`src/rtl/beat_sense_hub_if.sv`:
```
// Bundles the control, sample and beat-report signals of beat_sense_hub.
// The master drives enable, samples and threshold; the slave returns beat status.
interface beat_sense_hub_if #(
  parameter int NUM_AXES = 3,
  parameter int DATA_W   = 16
);
  logic                         en;
  logic                         sample_valid;
  logic [NUM_AXES*DATA_W-1:0]   sample_data;
  logic [DATA_W+3:0]            thr;
  logic                         beat;
  logic [1:0]                   beat_int;
  logic                         tick;
  logic [1:0]                   state;

  modport master (
    output en, sample_valid, sample_data, thr,
    input  beat, beat_int, tick, state
  );

  modport slave (
    input  en, sample_valid, sample_data, thr,
    output beat, beat_int, tick, state
  );
endinterface

```
`src/rtl/beat_sense_hub.sv`:
```
// Beat detector: compares summed absolute acceleration between periodic
// evaluation ticks and pulses beat when the change crosses a threshold.
module beat_sense_hub #(
  parameter int TICK_DIV      = 500000,
  parameter int NUM_AXES      = 3,
  parameter int DATA_W        = 16,
  parameter int REFRACT_TICKS = 20,
  parameter int STALE_TICKS   = 10
) (
  input  logic             clk,
  input  logic             rst_n,
  beat_sense_hub_if.slave  bus
);

  localparam int MAG_W = DATA_W + 4;
  localparam int CMP_W = DATA_W + 6;
  localparam int CNT_W = $clog2(TICK_DIV);
  localparam int REF_W = $clog2(REFRACT_TICKS + 1);
  localparam int STL_W = $clog2(STALE_TICKS + 1);

  localparam logic [CNT_W-1:0] TICK_LAST  = CNT_W'(TICK_DIV - 1);
  localparam logic [REF_W-1:0] REF_LOAD   = REF_W'(REFRACT_TICKS);
  localparam logic [STL_W-1:0] STALE_LAST = STL_W'(STALE_TICKS - 1);
  localparam logic [STL_W-1:0] STALE_SAT  = STL_W'(STALE_TICKS);

  typedef enum logic [1:0] {
    IDLE    = 2'd0,
    ARMED   = 2'd1,
    REFRACT = 2'd2
  } state_t;

  state_t                       state_q, state_d;
  logic [CNT_W-1:0]             tick_cnt, tick_cnt_d;
  logic                         tick_q;
  logic                         fresh_q;
  logic [NUM_AXES*DATA_W-1:0]   hold_q;
  logic [MAG_W-1:0]             prev_mag_q, prev_mag_d;
  logic [STL_W-1:0]             stale_q, stale_d;
  logic [REF_W-1:0]             refr_q, refr_d;
  logic                         beat_q, beat_d;
  logic [1:0]                   beat_int_q, beat_int_d;

  logic [MAG_W-1:0]             mag;
  logic [MAG_W-1:0]             delta;
  logic [CMP_W-1:0]             delta_ext, thr_ext, thr_x2, thr_x4;
  logic                         eval, stale_tick, stale_hit;

  // Sign-extend each channel before negating so the most negative code keeps its full magnitude.
  always_comb begin
    logic [DATA_W-1:0] ch;
    logic [MAG_W-1:0]  ch_ext;
    mag = '0;
    for (int i = 0; i < NUM_AXES; i++) begin
      ch     = hold_q[i*DATA_W +: DATA_W];
      ch_ext = {{4{ch[DATA_W-1]}}, ch};
      mag    = mag + (ch[DATA_W-1] ? (~ch_ext + MAG_W'(1)) : ch_ext);
    end
  end

  assign delta      = (mag >= prev_mag_q) ? (mag - prev_mag_q) : (prev_mag_q - mag);
  assign delta_ext  = CMP_W'(delta);
  assign thr_ext    = CMP_W'(bus.thr);
  assign thr_x2     = thr_ext << 1;
  assign thr_x4     = thr_ext << 2;
  assign eval       = tick_q & fresh_q;
  assign stale_tick = tick_q & ~fresh_q;
  assign stale_hit  = stale_tick & (stale_q >= STALE_LAST);
  assign tick_cnt_d = (tick_cnt == TICK_LAST) ? '0 : tick_cnt + CNT_W'(1);

  always_comb begin
    state_d    = state_q;
    beat_d     = 1'b0;
    beat_int_d = beat_int_q;
    refr_d     = refr_q;
    stale_d    = stale_q;
    prev_mag_d = prev_mag_q;

    if (eval) begin
      stale_d = '0;
      if (!(state_q == IDLE && !bus.en)) prev_mag_d = mag;
    end else if (stale_tick) begin
      stale_d = stale_hit ? STALE_SAT : stale_q + STL_W'(1);
    end

    if (state_q == REFRACT && tick_q && refr_q != '0) refr_d = refr_q - REF_W'(1);

    case (state_q)
      IDLE: if (eval) state_d = ARMED;
      ARMED: begin
        if (eval && bus.thr != '0 && delta_ext >= thr_ext) begin
          beat_d     = 1'b1;
          beat_int_d = (delta_ext >= thr_x4) ? 2'd3 : (delta_ext >= thr_x2) ? 2'd2 : 2'd1;
          refr_d     = REF_LOAD;
          state_d    = REFRACT;
        end
      end
      REFRACT: if (tick_q && refr_q <= REF_W'(1)) state_d = ARMED;
      default: state_d = IDLE;
    endcase

    // Losing the sample stream invalidates the baseline, so drop back and forget the last intensity.
    if (stale_hit) begin
      state_d    = IDLE;
      beat_d     = 1'b0;
      beat_int_d = 2'd0;
    end
    if (!bus.en) begin
      state_d = IDLE;
      beat_d  = 1'b0;
    end
  end

  always_ff @(posedge clk or negedge rst_n) begin
    if (!rst_n) state_q <= IDLE;
    else        state_q <= state_d;
  end

  // A sample arriving on a tick edge survives the clear so it is evaluated on the next tick.
  always_ff @(posedge clk or negedge rst_n) begin
    if (!rst_n) begin
      tick_cnt   <= '0;
      tick_q     <= 1'b0;
      fresh_q    <= 1'b0;
      hold_q     <= '0;
      prev_mag_q <= '0;
      stale_q    <= '0;
      refr_q     <= '0;
      beat_q     <= 1'b0;
      beat_int_q <= 2'd0;
    end else begin
      tick_cnt   <= tick_cnt_d;
      tick_q     <= (tick_cnt_d == TICK_LAST);
      fresh_q    <= bus.sample_valid | (fresh_q & ~tick_q);
      if (bus.sample_valid) hold_q <= bus.sample_data;
      prev_mag_q <= prev_mag_d;
      stale_q    <= stale_d;
      refr_q     <= refr_d;
      beat_q     <= beat_d;
      beat_int_q <= beat_int_d;
    end
  end

  assign bus.beat     = beat_q;
  assign bus.beat_int = beat_int_q;
  assign bus.tick     = tick_q;
  assign bus.state    = state_q;

endmodule
```
`src/flat_wrapper.sv`:
```
// flat-port wrapper written by rule: the top's interface ports become plain ports
module beat_sense_hub_flat 
#(
  parameter int TICK_DIV      = 500000,
  parameter int NUM_AXES      = 3,
  parameter int DATA_W        = 16,
  parameter int REFRACT_TICKS = 20,
  parameter int STALE_TICKS   = 10
)
  (clk, rst_n, bus_en, bus_sample_valid, bus_sample_data, bus_thr, bus_beat, bus_beat_int, bus_tick, bus_state);
  beat_sense_hub_if #(.NUM_AXES(NUM_AXES), .DATA_W(DATA_W)) bus_i ();
  input  logic clk;
  input  logic rst_n;
  input wire logic [$bits(bus_i.en)-1:0] bus_en;
  input wire logic [$bits(bus_i.sample_valid)-1:0] bus_sample_valid;
  input wire logic [$bits(bus_i.sample_data)-1:0] bus_sample_data;
  input wire logic [$bits(bus_i.thr)-1:0] bus_thr;
  output wire logic [$bits(bus_i.beat)-1:0] bus_beat;
  output wire logic [$bits(bus_i.beat_int)-1:0] bus_beat_int;
  output wire logic [$bits(bus_i.tick)-1:0] bus_tick;
  output wire logic [$bits(bus_i.state)-1:0] bus_state;
  assign bus_i.en = bus_en;
  assign bus_i.sample_valid = bus_sample_valid;
  assign bus_i.sample_data = bus_sample_data;
  assign bus_i.thr = bus_thr;
  assign bus_beat = bus_i.beat;
  assign bus_beat_int = bus_i.beat_int;
  assign bus_tick = bus_i.tick;
  assign bus_state = bus_i.state;
  beat_sense_hub #(.TICK_DIV(TICK_DIV), .NUM_AXES(NUM_AXES), .DATA_W(DATA_W), .REFRACT_TICKS(REFRACT_TICKS), .STALE_TICKS(STALE_TICKS)) u_core (.clk(clk), .rst_n(rst_n), .bus(bus_i));
endmodule
```
`config.mk`:
```
export PLATFORM = sky130hd
export DESIGN_NAME = beat_sense_hub_flat
export DESIGN_NICKNAME = d
export VERILOG_FILES = /design/src/rtl/beat_sense_hub_if.sv /design/src/rtl/beat_sense_hub.sv /design/src/flat_wrapper.sv
export SDC_FILE = /design/constraint.sdc
export NUM_CORES = 1
export LEC_CHECK = 0
export CORE_MARGIN = 4
export CORE_UTILIZATION = 54
export CTS_BUF_LIST = sky130_fd_sc_hd__clkbuf_16
export DETAILED_ROUTE_END_ITERATION = 8
export GPL_TIMING_DRIVEN = 0
export PLACE_DENSITY = 0.75
export SKIP_CTS_REPAIR_TIMING = 1
export SLEW_MARGIN = 20
export SYNTH_ARGS = -nofsm -noshare
export SYNTH_HDL_FRONTEND = slang
export SYNTH_SLANG_ARGS = --single-unit
```
`constraint.sdc`:
```
create_clock -name clk -period 16.5 [get_ports clk]
set_input_delay 3.3 -clock clk [delete_from_list [all_inputs] [get_ports clk]]
set_output_delay 3.3 -clock clk [all_outputs]
set_load 0.05 [all_outputs]
```
==> results by group, run 1 <==
Drt
  – Drt pass-1 iters: 5
  – Routed wire length: 22.6 mm
  – First DRT Iteration DRCs: 460
  – DRC viols: 0
  – Post-DR wirelength/cell: around 16 um
  – Count of antenna-violating nets left after detailed routing: 0
  – Vias after detailed routing: 8,320
  – Number of vias per cell: 5.76

Synth
  – Number of enable flip-flop cells after synthesis: 0
  – Sequential share of the synthesized area: 0.257
  – Cell type with the highest aggregate area in the netlist: sky130_fd_sc_hd__dfrtp_1
  – Asr flop ratio synth: 1.00
  – Netlist Area Pre-Place: around 10,000 um2
  – Total of flip-flops plus latches after synthesis: 103
  – Post-synthesis instance total: about 1,100
  – Synth unique cells: 92
  – Area fraction of the dominant cell type after synthesis: 0.257
  – Synthesis warning total: 0
  – Most common flop cell mapped by yosys: sky130_fd_sc_hd__dfrtp_1
  – Synthesized area per cell: between 9 and 10 um2
  – Biggest area contributors in the synthesized netlist: sky130_fd_sc_hd__dfrtp_1 26%, sky130_fd_sc_hd__ha_1 15%, sky130_fd_sc_hd__mux2_2 5.2%

Critical path
  – Cell at the slowest stage of the critical path: sky130_fd_sc_hd__or4_1
  – Reg2reg path depth: 31
  – R2r setup slk: roughly 8000 ps
  – Signal arrival time at the worst endpoint: between 8000 and 9000 ps
  – Worst setup SP type: flip-flop
  – Worst Path Max Fanout: 8
  – Type of element capturing the critical path: flip-flop
  – Data required time at the worst endpoint: 16,760 ps
  – Worst setup path class: reg -> reg
  – Max incr delay on CP: approximately 580 ps

Placed design
  – Weighted congestion reported at the end of routability-driven placement: 0.899
  – Total half-perimeter wirelength after legalization and detailed placement: 18.5 mm
  – Port bufs: 76

Clocking
  – Maximum buffer depth of the clock tree: 2
  – Clock sink count: around 100
  – Root buffer cell: sky130_fd_sc_hd__clkbuf_16
  – Clock transition time at the flip-flop clock pins of the worst setup and hold paths: 80 ps
  – Deepest level of the CTS H-tree: 3
  – Clk_lat worst skew: between 300 and 400 ps
  – Clock tree from TritonCTS: built
  – TritonCTS Buffers: 9

Cells and area
  – Most frequent cells in the layout: 124 x sky130_fd_sc_hd__inv_1, 124 x sky130_fd_sc_hd__ha_1, 103 x sky130_fd_sc_hd__dfrtp_1, 78 x sky130_fd_sc_hd__nand2_1, 75 x sky130_fd_sc_hd__clkdlybuf4s50_1
  – Area growth from synthesis to final layout: 13.8%
  – Number of inserted diodes: 0
  – Post-layout net count: roughly 1,400
  – Share of layout cells above drive strength 1: 0.0897

Global route
  – Number of global-route vias before repair: approximately 8,200
  – Initial antenna violation count: 0
  – Global router's overall resource usage: 0.221
  – Remaining global-route overflow: 0
  – Wire length of the first global-routing pass: approximately 38 mm
  – Maximum number of pins on one net before global-route repair: roughly 70

Die
  – Placement row count: a little under 50
  – Die Height: approximately 140 um
  – Die Wd: 144 um
  – Count of pins on the block boundary: 78
  – Core Footprint: about 18,000 um2
  – Overall die area: about 21,000 um2
  – Effective utilization at floorplan: 0.553

STA
  – Number of max-slew violations in the final report: 0
  – Max Fclk: ~110 MHz
  – RSZ-0062 raised after global routing: no
  – Hold violation count in the final report: 0
  – Measured slew at the worst slew-check pin: between 600 and 700 ps
  – Number of failing setup endpoints in the final timing report: 0
  – Max transition margin: 0.570
  – Worst-case clock skew: about 9.4 ps
  – Final TNS setup: 0 ps
  – Period utilisation layout: 0.527
  – Final critical path time including I/O delays and setup: roughly 8700 ps

Worst hold path
  – Worst hold stages: 1
  – Hold Path Class: reg -> reg

Job
  – Max capacitance violation total: 0

Status
  – Outcome: completed
==> final timing paths <==
kind                                          from                  to
worst max register to register   u_core.hold_q[34]    u_core.refr_q[1]
worst min register to register  u_core.tick_cnt[0]  u_core.tick_cnt[0]
max in group asynchronous                    rst_n    u_core.hold_q[4]
min in group asynchronous                    rst_n    u_core.refr_q[1]
worst min-delay path            u_core.tick_cnt[0]  u_core.tick_cnt[0]
worst max-delay path             u_core.hold_q[34]    u_core.refr_q[1]
==> flip-flops by register name, summed over array words and instances, names as in the netlist, 2 cells and up <==
register and flops:
u_core.tick_cnt 19, u_core.hold_q 48, u_core.bus.state 2, u_core.bus.beat_int 2, u_core.stale_q 4, u_core.prev_mag_q 20, u_core.refr_q 5
==> cell usage after synthesis (6+ instances only) <==
cell and instances:
sky130_fd_sc_hd__a211oi_1 9, sky130_fd_sc_hd__a21boi_0 8, sky130_fd_sc_hd__a21o_1 29, sky130_fd_sc_hd__a21oi_1 54, sky130_fd_sc_hd__a31oi_1 8, sky130_fd_sc_hd__and3_1 13
sky130_fd_sc_hd__and4_1 7, sky130_fd_sc_hd__buf_2 6, sky130_fd_sc_hd__clkbuf_1 16, sky130_fd_sc_hd__dfrtp_1 103, sky130_fd_sc_hd__fa_1 22, sky130_fd_sc_hd__ha_1 124
sky130_fd_sc_hd__inv_1 124, sky130_fd_sc_hd__mux2_2 46, sky130_fd_sc_hd__nand2_1 78, sky130_fd_sc_hd__nand2b_1 6, sky130_fd_sc_hd__nand3_1 27, sky130_fd_sc_hd__nand3b_1 7
sky130_fd_sc_hd__nand4_1 11, sky130_fd_sc_hd__nor2_1 58, sky130_fd_sc_hd__nor2b_1 11, sky130_fd_sc_hd__nor3_1 23, sky130_fd_sc_hd__nor4_1 8, sky130_fd_sc_hd__o21ai_0 63
sky130_fd_sc_hd__o21bai_1 7, sky130_fd_sc_hd__o31ai_1 18, sky130_fd_sc_hd__or2_2 8, sky130_fd_sc_hd__or3_1 8, sky130_fd_sc_hd__xnor2_1 39, sky130_fd_sc_hd__xor2_1 50
==> metrics by stage <==
step | utilization | worst slack, ps | hold slack (ps) | cell area [um2] | cells
floorplan | - | 9000 | 448 | 10100 | 1122
global placement | 0.613 | 7890 | 464 | 11100 | 1427
detailed placement | 0.614 | 7770 | 479 | 11100 | 1428
CTS | 0.629 | 7800 | 489 | 11400 | 1444
global route | 0.629 | 7180 | 512 | 11400 | 1444
finish | 0.629 | 7800 | 490 | 11400 | 1444
==> critical path, delay by kind of cell, from the launching register on <==
kind                       cells  cell delay, ps
buffers and inverters          2             200
and+or+nand+nor                9            2400
adders and majority gates      4            1650
xor gates and xnor gates       1             120
muxes                          2             630
DFF                            1             440
AOI/OAI and AO/OA             13            3170
==> kinds of logic after synthesis <==
group	after synthesis	synth area share
mux	54	0.0607
simple gates	296	0.157
fa+ha+maj	146	0.198
compound gates	272	0.187
buf+inv	153	0.0617
other cells	1	0.000374
xor+xnor	89	0.0777
flops	103	0.257
==> metal layers <==
metal | global-route usage | up-vias | part of all wire
met5 | 0 | - | 0
met2 | 0.375 | 176 | 0.47
met1 | 0.290 | 3948 | 0.47
li1 | - | 4154 | -
met4 | 0.0810 | 0 | 0.025
met3 | 0.0271 | 42 | 0.039
==> area by class of cell <==
class                           instances  area [um2]
Clock buffer                            9         225
Sequential cell                       103        2580
Tap cell                              229         287
Clock inverter                          7        52.6
Fill cell                            1564        6730
Inverter                              125         469
Timing Repair Buffer                   77         790
Multi-Input combinational cell        866        6870
Buffer                                 28         150
Power of run 1 is not shown: default switching activity piles up to over one toggle a cycle in this logic, so the estimate is an artifact.
==> run 2, diff against run 1 <==
Settings changed: PLACE_DENSITY 0.75 to 0.78.
Clock period 16.5 ns to 7.7 ns, I/O delays scaled along.
==> run 2 against run 1 <==
  * The flow now finishes with violations (setup timing)
  * Sequential cell count is the same
  * Sequential share of layout area shrank 1.6 points
  * Non-clock buffer count grew 26
  * Final cell count grew 1.8%
==> results by group, run 2 (same netlist as run 1, synthesis figures left out) <==
STA
  – Final setup slack of the worst path: -24.1 ps (-7820 ps)
  – Worst-case clock skew: 8.35 ps (-1.02 ps)
  – Final critical path time including I/O delays and setup: 7720 ps (-976 ps)
  – Max transition margin: 0.462 (-0.108)
  – Number of max-slew violations in the final report: 0 (unchanged)
  – Measured slew at the worst slew-check pin: 796 ps (+155 ps)
  – RSZ-0062 raised after global routing: yes
  – Max Fclk: 129 MHz (+13%)
  – Final TNS setup: -29.5 ps (-29.5 ps)
  – Worst hold-check slack: 485 ps (-4.85 ps)
  – Hold violation count in the final report: 0 (unchanged)
  – Period utilisation layout: 1.00 (+0.476)
  – Number of failing setup endpoints in the final timing report: 2 (+2)

Drt
  – Post-DR wirelength/cell: 16.6 um (+6.0%)
  – First DRT Iteration DRCs: 511 (+11%)
  – Drt pass-1 iters: 5 (unchanged)
  – Vias after detailed routing: 8,610 (+3.5%)
  – Routed wire length: 24.3 mm (+7.9%)
  – Number of vias per cell: 5.86 (+1.7%)
  – Count of antenna-violating nets left after detailed routing: 0 (unchanged)
  – DRC viols: 0 (unchanged)

Critical path
  – Reg2reg path depth: 32 (+3.2%)
  – Reg-to-reg endpoint: u_core.refr_q[2]
  – Type of element capturing the critical path: flip-flop
  – Data required time at the worst endpoint: 7940 ps (-8820 ps)
  – Max incr delay on CP: 580 ps (about the same)
  – Worst setup SP type: flip-flop
  – R2r setup slk: -20 ps (-7820 ps)
  – Cell at the slowest stage of the critical path: sky130_fd_sc_hd__or4_4
  – Beginning of the worst register-to-register path: u_core.hold_q[36]
  – Worst Path Max Fanout: 7 (-1)
  – Signal arrival time at the worst endpoint: 7960 ps (-1000 ps)
  – Worst setup path class: reg -> reg

Clocking
  – Clk_lat worst skew: 360 ps (about the same)
  – Deepest level of the CTS H-tree: 3 (unchanged)
  – TritonCTS Buffers: 9 (unchanged)
  – Root buffer cell: sky130_fd_sc_hd__clkbuf_16
  – Clock sink count: 103 (unchanged)
  – Maximum buffer depth of the clock tree: 2 (unchanged)
  – Clock transition time at the flip-flop clock pins of the worst setup and hold paths: 70 ps (about the same)
  – Clock tree from TritonCTS: built

Cells and area
  – Number of inserted diodes: 0 (unchanged)
  – Final design instance area without fill: 12,300 um2 (+7.6%)
  – Flip-flop count of the largest register after layout: 48 (unchanged)
  – Largest regs: u_core.hold_q: 48 flops, u_core.prev_mag_q: 20 flops, u_core.tick_cnt: 19 flops
  – Leading cell type in the layout, fill and taps excluded: sky130_fd_sc_hd__inv_1
  – Share of layout cells above drive strength 1: 0.181 (+0.0916)
  – Filler cell count in the final layout: 1,416 (-9.5%)
  – Post-layout net count: 1,454 (+1.8%)
  – Largest register by flop count: u_core.hold_q
  – Utilization of the core after routing: 0.677 (+0.0479)
  – Area growth from synthesis to final layout: 22.4%
  – Most frequent cells in the layout: 123 x sky130_fd_sc_hd__inv_1, 113 x sky130_fd_sc_hd__ha_1, 101 x sky130_fd_sc_hd__dfrtp_1, 75 x sky130_fd_sc_hd__nand2_1, 75 x sky130_fd_sc_hd__clkdlybuf4s50_1

Global route
  – Global router's overall resource usage: 0.223 (+0.00231)
  – Number of global-route vias before repair: 8,265 (+1.4%)
  – Maximum number of pins on one net before global-route repair: 69 (+1.5%)
  – Remaining global-route overflow: 0 (unchanged)
  – Initial antenna violation count: 0 (unchanged)
  – Wire length of the first global-routing pass: 38.1 mm (+0.86%)

Placed design
  – Total half-perimeter wirelength after legalization and detailed placement: 18.3 mm (-0.86%)
  – Instance area at placement: 11,100 um2 (unchanged)
  – Weighted congestion reported at the end of routability-driven placement: 0.902 (+0.32%)
  – Port bufs: 76 (unchanged)

Worst hold path
  – Worst hold stages: 1 (unchanged)
  – Hold EP: u_core.tick_cnt[0]
  – Start point of the worst min-delay path: u_core.tick_cnt[0]
  – Hold Path Class: reg -> reg

Die
  – Effective utilization at floorplan: 0.553 (unchanged)
  – Die Height: 144 um (unchanged)
  – Overall die area: 20,800 um2 (unchanged)
  – Count of pins on the block boundary: 78 (unchanged)
  – Core Footprint: 18,100 um2 (unchanged)
  – Placement row count: 49 (unchanged)
  – Die Wd: 144 um (unchanged)

Job
  – Max capacitance violation total: 0 (unchanged)

Status
  – Violations in the final reports: setup timing
  – Outcome: finished with violations
run 2: cell count changes in the layout (fill, tap and decap cells not counted), moves of 7 or more:
cell                      change
sky130_fd_sc_hd__buf_4       +25
sky130_fd_sc_hd__ha_1        -11
sky130_fd_sc_hd__o21ai_0     -11
sky130_fd_sc_hd__ha_4         +8
sky130_fd_sc_hd__xor2_1       -7
sky130_fd_sc_hd__xor2_2       +7
run 2: critical path, delay by kind of cell (launching register included):
kind / cells / cell delay (ps)
adders and majority gates: 4 / 1310
muxes: 1 / 340
and+or+nand+nor: 12 / 3040
AOI/OAI and AO/OA: 8 / 1710
DFF: 1 / 400
xor gates and xnor gates: 2 / 280
buffers and inverters: 5 / 490
run 2: final cells by class:
type                    count  area (um2)  share of cell area
plain buffers              26         158              0.0128
clock buffers               9         225              0.0183
clock inverters             7        95.1             0.00774
inverters                 125         469              0.0382
multi-input cells         866        7470               0.608
flip-flops and latches    103        2580               0.210
well taps                 229         287              0.0233
repair buffers            105        1010              0.0820
run 2: how the worst max path moves through the flow:
| stage | start | end |
|---|---|---|
| after global placement | u_core.hold_q[34] | u_core.refr_q[1] |
| after global routing | u_core.hold_q[21] | u_core.refr_q[2] |
| final | u_core.hold_q[36] | u_core.refr_q[2] |
| after detailed placement | u_core.hold_q[34] | u_core.refr_q[1] |
| after floorplan | u_core.hold_q[34] | u_core.refr_q[1] |
| after CTS | u_core.hold_q[34] | u_core.refr_q[1] |
run 2: layer usage:
metal / wire [um] / part of all wire / GRT usage
met4: 501 / 0.021 / 0.0633
met2: 11700 / 0.48 / 0.379
met1: 11000 / 0.45 / 0.296
met5: 0 / 0 / 0
met3: 1190 / 0.049 / 0.0344
run 2: stage by stage:
stage               instances  setup WS [ps]
finish                   1470          -24.1
floorplan                1122            201
global route             1470           -336
CTS                      1444          -1100
detailed placement       1428          -1060
global placement         1427           -989
Power of run 2 is left out for the same reason.
